`src/rtl/cnn_tile_ctrl_pkg.sv`:
```
// cnn_tile_ctrl_pkg
//   Shared definitions for the CNN layer sequencer: default field widths
//   and the controller state encoding.
//   No ports; imported by cnn_tile_ctrl and cnn_loop_cnt.
package cnn_tile_ctrl_pkg;

    localparam int DEF_W_SIZE       = 9;
    localparam int DEF_W_CHANNEL    = 10;
    localparam int DEF_W_FRAME_SIZE = 18;
    localparam int DEF_W_TILE       = 8;
    localparam int DEF_TILE_CO      = 4;

    typedef enum logic [2:0] {
        ST_IDLE  = 3'd0,
        ST_FLOAD = 3'd1,
        ST_CSYNC = 3'd2,
        ST_DATA  = 3'd3,
        ST_PSYNC = 3'd4,
        ST_DONE  = 3'd5
    } state_t;

endpackage

```
`src/rtl/cnn_tile_ctrl_loop_cnt.sv`:
```
// cnn_loop_cnt
//   Wrap counter used for each loop level of the layer walk. Advances by
//   'step' when enabled and returns to 0 once value + step reaches 'limit'.
//   Ports:
//     clk, rstn      clock, asynchronous active-low reset
//     en             advance this cycle
//     clear          synchronous return to 0 (has priority over en)
//     step [W-1:0]   increment
//     limit [W:0]    loop bound; one bit wider so value + step never wraps
//     value [W-1:0]  current count
//     is_last        value + step >= limit
//     wrap           en && is_last (counter returns to 0 this cycle)
module cnn_loop_cnt
    import cnn_tile_ctrl_pkg::*;
#(
    parameter int W = DEF_W_SIZE
) (
    input  logic         clk,
    input  logic         rstn,
    input  logic         en,
    input  logic         clear,
    input  logic [W-1:0] step,
    input  logic [W:0]   limit,
    output logic [W-1:0] value,
    output logic         is_last,
    output logic         wrap
);

    logic [W-1:0] r_value;
    logic [W:0]   w_sum;

    assign w_sum   = {1'b0, r_value} + {1'b0, step};
    assign is_last = (w_sum >= limit);
    assign wrap    = en & is_last;
    assign value   = r_value;

    // Count register: clear wins, otherwise step forward or wrap to zero.
    always_ff @(posedge clk or negedge rstn) begin
        if (!rstn) begin
            r_value <= '0;
        end else if (clear) begin
            r_value <= '0;
        end else if (en) begin
            r_value <= is_last ? '0 : w_sum[W-1:0];
        end
    end

endmodule

```
`src/rtl/cnn_tile_ctrl.sv`:
```
// cnn_tile_ctrl
//   Layer sequencer: walks output-channel tiles x rows x cols x input
//   channels (stride 1 or 2), with a filter-load handshake per tile and a
//   psum-sync handshake per row.
//   Ports:
//     clk, rstn                       clock, asynchronous active-low reset
//     q_width/q_height/q_channel/
//     q_channel_out/q_stride2         layer configuration, latched at start
//     q_start                         start request (rising edge accepted)
//     fb_load_done, pb_sync_done      handshake completion pulses
//     o_fb_load_req                   filter load request level
//     o_ctrl_*_run                    phase strobes
//     o_layer_done, o_busy            completion pulse, busy level
//     o_row/o_col/o_chn/o_tile        current position
//     o_is_*                          boundary flags, valid while data runs
module cnn_tile_ctrl
    import cnn_tile_ctrl_pkg::*;
#(
    parameter int W_SIZE    = DEF_W_SIZE,
    parameter int W_CHANNEL = DEF_W_CHANNEL,
    parameter int TILE_CO   = DEF_TILE_CO,
    parameter int W_TILE    = DEF_W_TILE
) (
    input  logic                 clk,
    input  logic                 rstn,
    input  logic [W_SIZE-1:0]    q_width,
    input  logic [W_SIZE-1:0]    q_height,
    input  logic [W_CHANNEL-1:0] q_channel,
    input  logic [W_CHANNEL-1:0] q_channel_out,
    input  logic                 q_stride2,
    input  logic                 q_start,
    input  logic                 fb_load_done,
    input  logic                 pb_sync_done,
    output logic                 o_fb_load_req,
    output logic                 o_ctrl_csync_run,
    output logic                 o_ctrl_data_run,
    output logic                 o_ctrl_psync_run,
    output logic                 o_layer_done,
    output logic                 o_busy,
    output logic [W_SIZE-1:0]    o_row,
    output logic [W_SIZE-1:0]    o_col,
    output logic [W_CHANNEL-1:0] o_chn,
    output logic [W_TILE-1:0]    o_tile,
    output logic                 o_is_first_row,
    output logic                 o_is_last_row,
    output logic                 o_is_first_col,
    output logic                 o_is_last_col,
    output logic                 o_is_first_chn,
    output logic                 o_is_last_chn,
    output logic                 o_is_last_tile
);

    localparam int LOG2_TILE = $clog2(TILE_CO);

    state_t               r_state;
    state_t               w_state_next;
    logic                 r_start_s;
    logic                 r_start_prev;
    logic [W_SIZE-1:0]    r_width;
    logic [W_SIZE-1:0]    r_height;
    logic [W_CHANNEL-1:0] r_channel;
    logic [W_CHANNEL-1:0] r_channel_out;
    logic                 r_stride2;
    logic                 r_fb_load_req;
    logic                 r_csync_run;
    logic                 r_data_run;
    logic                 r_psync_run;
    logic                 r_layer_done;
    logic                 r_busy;

    logic                 w_start_edge;
    logic                 w_accept;
    logic                 w_zero_cfg;
    logic [W_SIZE-1:0]    w_step;
    logic [W_CHANNEL:0]   w_co_round;
    logic [W_CHANNEL:0]   w_tiles_full;
    logic [W_TILE:0]      w_tile_limit;
    logic [W_CHANNEL-1:0] w_chn;
    logic [W_SIZE-1:0]    w_col;
    logic [W_SIZE-1:0]    w_row;
    logic [W_TILE-1:0]    w_tile;
    logic                 w_chn_last;
    logic                 w_col_last;
    logic                 w_row_last;
    logic                 w_tile_last;
    logic                 w_chn_en;
    logic                 w_col_en;
    logic                 w_row_en;
    logic                 w_tile_en;

    // q_start is synchronised once, then compared with its previous sample,
    // so only a genuine low-to-high transition is accepted.
    always_ff @(posedge clk or negedge rstn) begin
        if (!rstn) begin
            r_start_s    <= 1'b0;
            r_start_prev <= 1'b0;
        end else begin
            r_start_s    <= q_start;
            r_start_prev <= r_start_s;
        end
    end

    assign w_start_edge = r_start_s & ~r_start_prev;
    assign w_accept     = (r_state == ST_IDLE) & w_start_edge;
    assign w_zero_cfg   = (q_width == '0) | (q_height == '0) |
                          (q_channel == '0) | (q_channel_out == '0);

    // Configuration is captured only at acceptance; later input changes
    // cannot disturb a running layer.
    always_ff @(posedge clk or negedge rstn) begin
        if (!rstn) begin
            r_width       <= '0;
            r_height      <= '0;
            r_channel     <= '0;
            r_channel_out <= '0;
            r_stride2     <= 1'b0;
        end else if (w_accept) begin
            r_width       <= q_width;
            r_height      <= q_height;
            r_channel     <= q_channel;
            r_channel_out <= q_channel_out;
            r_stride2     <= q_stride2;
        end
    end

    assign w_step       = {{(W_SIZE-2){1'b0}}, r_stride2, ~r_stride2};
    assign w_co_round   = {1'b0, r_channel_out} + (W_CHANNEL+1)'(TILE_CO - 1);
    assign w_tiles_full = w_co_round >> LOG2_TILE;
    assign w_tile_limit = (W_TILE+1)'(w_tiles_full);

    // chn is innermost; col steps on a channel wrap; row and tile advance
    // only when the psum sync for a row completes.
    assign w_chn_en  = (r_state == ST_DATA);
    assign w_col_en  = w_chn_en & w_chn_last;
    assign w_row_en  = (r_state == ST_PSYNC) & pb_sync_done;
    assign w_tile_en = w_row_en & w_row_last;

    cnn_loop_cnt #(.W(W_CHANNEL)) u_chn_cnt (
        .clk(clk), .rstn(rstn), .en(w_chn_en), .clear(w_accept),
        .step(W_CHANNEL'(1)), .limit({1'b0, r_channel}),
        .value(w_chn), .is_last(w_chn_last), .wrap()
    );

    cnn_loop_cnt #(.W(W_SIZE)) u_col_cnt (
        .clk(clk), .rstn(rstn), .en(w_col_en), .clear(w_accept),
        .step(w_step), .limit({1'b0, r_width}),
        .value(w_col), .is_last(w_col_last), .wrap()
    );

    cnn_loop_cnt #(.W(W_SIZE)) u_row_cnt (
        .clk(clk), .rstn(rstn), .en(w_row_en), .clear(w_accept),
        .step(w_step), .limit({1'b0, r_height}),
        .value(w_row), .is_last(w_row_last), .wrap()
    );

    cnn_loop_cnt #(.W(W_TILE)) u_tile_cnt (
        .clk(clk), .rstn(rstn), .en(w_tile_en), .clear(w_accept),
        .step(W_TILE'(1)), .limit(w_tile_limit),
        .value(w_tile), .is_last(w_tile_last), .wrap()
    );

    // Next-state logic. Handshake pulses are only looked at in the state
    // that waits for them, so stray pulses elsewhere have no effect.
    always_comb begin
        w_state_next = r_state;
        case (r_state)
            ST_IDLE: begin
                if (w_start_edge) begin
                    w_state_next = w_zero_cfg ? ST_DONE : ST_FLOAD;
                end
            end
            ST_FLOAD: begin
                if (fb_load_done) begin
                    w_state_next = ST_CSYNC;
                end
            end
            ST_CSYNC: w_state_next = ST_DATA;
            ST_DATA: begin
                if (w_chn_last && w_col_last) begin
                    w_state_next = ST_PSYNC;
                end
            end
            ST_PSYNC: begin
                if (pb_sync_done) begin
                    if (!w_row_last) begin
                        w_state_next = ST_CSYNC;
                    end else if (!w_tile_last) begin
                        w_state_next = ST_FLOAD;
                    end else begin
                        w_state_next = ST_DONE;
                    end
                end
            end
            ST_DONE: w_state_next = ST_IDLE;
            default: w_state_next = ST_IDLE;
        endcase
    end

    // State and strobes are registered from the next state so that every
    // strobe lines up exactly with the state it belongs to.
    always_ff @(posedge clk or negedge rstn) begin
        if (!rstn) begin
            r_state       <= ST_IDLE;
            r_fb_load_req <= 1'b0;
            r_csync_run   <= 1'b0;
            r_data_run    <= 1'b0;
            r_psync_run   <= 1'b0;
            r_layer_done  <= 1'b0;
            r_busy        <= 1'b0;
        end else begin
            r_state       <= w_state_next;
            r_fb_load_req <= (w_state_next == ST_FLOAD);
            r_csync_run   <= (w_state_next == ST_CSYNC);
            r_data_run    <= (w_state_next == ST_DATA);
            r_psync_run   <= (w_state_next == ST_PSYNC);
            r_layer_done  <= (w_state_next == ST_DONE);
            r_busy        <= (w_state_next == ST_FLOAD) | (w_state_next == ST_CSYNC) |
                             (w_state_next == ST_DATA)  | (w_state_next == ST_PSYNC);
        end
    end

    assign o_fb_load_req    = r_fb_load_req;
    assign o_ctrl_csync_run = r_csync_run;
    assign o_ctrl_data_run  = r_data_run;
    assign o_ctrl_psync_run = r_psync_run;
    assign o_layer_done     = r_layer_done;
    assign o_busy           = r_busy;
    assign o_row            = w_row;
    assign o_col            = w_col;
    assign o_chn            = w_chn;
    assign o_tile           = w_tile;

    // Flags are only meaningful while data runs; outside that they stay low.
    assign o_is_first_row = r_data_run & (w_row == '0);
    assign o_is_last_row  = r_data_run & w_row_last;
    assign o_is_first_col = r_data_run & (w_col == '0);
    assign o_is_last_col  = r_data_run & w_col_last;
    assign o_is_first_chn = r_data_run & (w_chn == '0);
    assign o_is_last_chn  = r_data_run & w_chn_last;
    assign o_is_last_tile = r_data_run & w_tile_last;

endmodule
```
`config.mk`:
```
export PLATFORM = sky130hd
export DESIGN_NAME = cnn_tile_ctrl
export DESIGN_NICKNAME = d
export VERILOG_FILES = /design/src/rtl/cnn_tile_ctrl_pkg.sv /design/src/rtl/cnn_tile_ctrl_loop_cnt.sv /design/src/rtl/cnn_tile_ctrl.sv
export SDC_FILE = /design/constraint.sdc
export NUM_CORES = 1
export LEC_CHECK = 0
export ABC_CLOCK_PERIOD_IN_PS = 11600
export BUFFER_PORTS_ARGS = -buffer_cell sky130_fd_sc_hd__buf_2
export CAP_MARGIN = 0
export CORE_MARGIN = 4
export CORE_UTILIZATION = 35
export DETAILED_ROUTE_END_ITERATION = 10
export PLACE_DENSITY = 0.64
export SLEW_MARGIN = 20
export SYNTH_ARGS = -nofsm -noshare
export SYNTH_HDL_FRONTEND = slang
export SYNTH_HIERARCHICAL = 1
export SYNTH_SLANG_ARGS = --single-unit
export TNS_END_PERCENT = 1
```
`constraint.sdc`:
```
create_clock -name clk -period 11.6 [get_ports clk]
set_clock_uncertainty 0.1 [all_clocks]
set_input_delay 1.74 -clock clk [delete_from_list [all_inputs] [get_ports clk]]
set_output_delay 1.74 -clock clk [all_outputs]
set_load 0.02 [all_outputs]
```
==> key figures <==
Outcome
  – Status: completed

Setup path
  – Cells along the critical path: inv_1 > ha_1 > inv_1 > fa_1 > nand2b_1 > a211oi_1 > nor4_1 > a211o_1 > ha_1 > nand2_1 > nor2_1 > a2111oi_4 > and2_4 > inv_1 > and2_1 > buf_2
  – Delay-heaviest family, CP: compound AO/OA/AOI/OAI gates
  – CP Max Fanout: 6
  – Arrival time worst endpoint: slightly below 4 ns
  – Crit Path Class: flop to output pin
  – Worst path bufs/invs: 4
  – CP peak stage delay: ~0.45 ns
  – Critical path's most frequent cell: inv_1
  – CP required: just under 10 ns
  – Crit. End Element: output pin
  – Slowest CP cell: a2111oi_4
  – CP Launch Type: flop

Floorplanning
  – Initial Utilization: 0.3605
  – Core Region: ~18000 µm²
  – I/O pin cnt: 93
  – Die ar.: roughly 21000 µm²
  – Chip Width: 144.7 µm
  – Row count: 49
  – Die height: 144.7 µm

Clock tree
  – Largest buffer count on any clock path: 2
  – Clk_lat worst skew: roughly 0.35 ns
  – CTS tree: done
  – CTS clk-pin slew, worst paths: 0.06 ns
  – CTS Buf Count: 9
  – # H-tree levels: 3
  – Setup Fix Bufs, Post-CTS: 0
  – CTS Sinks: 86
  – Cts hold-fix bufs: 0
  – Root buffer cell: clkbuf_16
  – # resized after CTS: 0

Global route
  – Vias in the first global route: 5395
  – Largest net degree at the start of global routing: 66
  – Gr usage total: 0.1614
  – Initial antenna violation count: 0
  – First-pass GRT wire length: approximately 27000 µm
  – Grt total ovfl: 0

STA
  – Final Cycle Share: 0.5007
  – RSZ-0062 raised after global routing: no
  – Count of pins over their slew limit: 0
  – Worst hold margin: around 0.31 ns
  – Worst-margin pin slew: slightly above 0.9 ns
  – Slew headroom: 0.3927
  – Fin Setup TNS: 0 ns
  – Tmin final: 5.808 ns
  – PnR worst setup slack: 5.792 ns
  – Maximum clock frequency: 172.2 MHz
  – Final hold violation count: 0
  – Final setup fails: 0

Pwr
  – Leakage power: between 3 and 4 nW
  – Max rail drop VDD: 0.0001249 V
  – PwrDens: approximately 280 nW/µm²

Min path
  – Worst hold-check path type: flop to flop

Detailed routing
  – Detailed Route WL: approximately 16000 µm
  – Routed wire per std cell: 14.87 µm
  – Vias per cell: about 5.1
  – Post-route DRC violation count: 0
  – Post-route ant nets: 0
  – DRT iter0 DRCs: ~290
  – DRT Pass-1 Iters: 5
  – Routed vias: about 5600

Synthesis
  – Post-synthesis cell area: approximately 6500 µm²
  – Syn avg cell area: 8.768 µm²
  – Synth Instances: roughly 750
  – Yosys warns: 6

Place
  – Dpl hpwl: 12700 µm
  – Worst slack at placement: 6.191 ns
  – Placer Congestion: roughly 0.86
  – Buffers on Ports: 92

Layout
  – Share of cells above drive strength 1: 0.1667
  – Post-layout util: 0.4183
  – Nets@finish: 990
  – Number of diodes: 0
  – P&R area growth vs syn: 16.05%

Run
  – Max cap viols: 0
-- sequential cells by signal (all words and copies together), names as in the netlist --
register	cells
o_busy	1
r_stride2	1
r_channel_out	10
u_tile_cnt/value	8
u_chn_cnt/value	10
u_col_cnt/value	9
o_ctrl_data_run	1
o_ctrl_csync_run	1
u_row_cnt/value	9
o_layer_done	1
o_fb_load_req	1
r_start_prev	1
r_width	9
r_state	3
r_height	9
o_ctrl_psync_run	1
r_channel	10
r_start_s	1
-- layout make-up --
cell class | count | area, µm²
clock inverter | 1 | 30.03
sequential | 86 | 2152
tap | 229 | 286.5
fill | 1826 | 10560
clock buffer | 14 | 254.0
inverter | 72 | 270.3
multi-input combinational | 602 | 4113
timing repair buffer | 95 | 485.5
-- worst register-to-register path: stages, from the launching register on --
cell       delay (ns)
dfrtp_1          0.42
inv_1            0.12
ha_1             0.19
inv_1            0.06
fa_1             0.39
nand2b_1         0.20
a211oi_1         0.33
nor4_1           0.09
a211o_1          0.26
ha_1             0.31
nand4_2          0.12
a211oi_2         0.06
a2111oi_4        0.40
and2_4           0.25
inv_1            0.10
a21bo_2          0.24
a32oi_4          0.30
nor2b_2          0.08
a211oi_1         0.41
-- cells in the final DEF, fill, tap and decap left out, drive strengths merged, types with 3 or more instances in the layout --
| cell type | n |
|---|---|
| nand2b | 17 |
| ha | 76 |
| xor2 | 10 |
| conb | 37 |
| a32o | 16 |
| xnor2 | 15 |
| a21o | 11 |
| nand3 | 17 |
| nor3 | 19 |
| fa | 4 |
| o211ai | 5 |
| and2 | 9 |
| inv | 72 |
| and3 | 6 |
| a211oi | 17 |
| clkbuf | 14 |
| buf | 95 |
| nand2 | 136 |
| nor2 | 44 |
| a311o | 4 |
| a221o | 3 |
| a31oi | 3 |
| a211o | 3 |
| dfrtp | 86 |
| nand4 | 14 |
| o21bai | 3 |
| nor2b | 15 |
| nor4 | 17 |
| o21ai | 19 |
| nand3b | 3 |
| a21oi | 43 |
| o21a | 6 |
-- power by group --
part	leakage (nW)	switching, mW	internal [mW]	total [mW]
clock	0.137	0.117	0.172	0.289
sequential	1.06	0.118	0.425	0.542
combinational	2.69	0.744	0.521	1.26
total	3.90	0.978	1.12	2.10
-- per-layer routing --
metal  vias up  part of all wire  track usage
met5         -                 0            0
met4         0             0.026      0.06333
met3        29             0.046      0.02596
met2       122              0.47       0.2651
met1      2639              0.45       0.2137
li1       2845                 -            -
-- per-stage QoR --
stage | instance area (µm²) | power (mW) | instances
2_1_floorplan | 6673 | 1.506 | 781
3_3_place_gp | 7307 | 1.787 | 1084
3_5_place_dp | 7307 | 1.804 | 1084
4_1_cts | 7591 | 2.108 | 1099
5_1_grt | 7591 | 2.311 | 1099
6_report | 7591 | 2.096 | 1099
-- path summary, 6_finish.rpt --
check,startpoint,endpoint,slack (ns),cells past startpoint
hold reg to reg,r_start_s$_DFF_PN0_,r_start_prev$_DFF_PN0_,0.31,0
setup reg to reg,r_stride2$_DFFE_PN0P_,o_busy$_DFF_PN0_,7.03,18
min in group asynchronous,rstn,u_tile_cnt/value[7]$_DFFE_PN0P_,1.17,1
max in group asynchronous,rstn,r_width[3]$_DFFE_PN0P_,9.05,2
setup / recovery,r_stride2$_DFFE_PN0P_,o_is_last_col,5.79,16
hold / removal,r_start_s$_DFF_PN0_,r_start_prev$_DFF_PN0_,0.31,0
(Power assumes the default switching activity.)
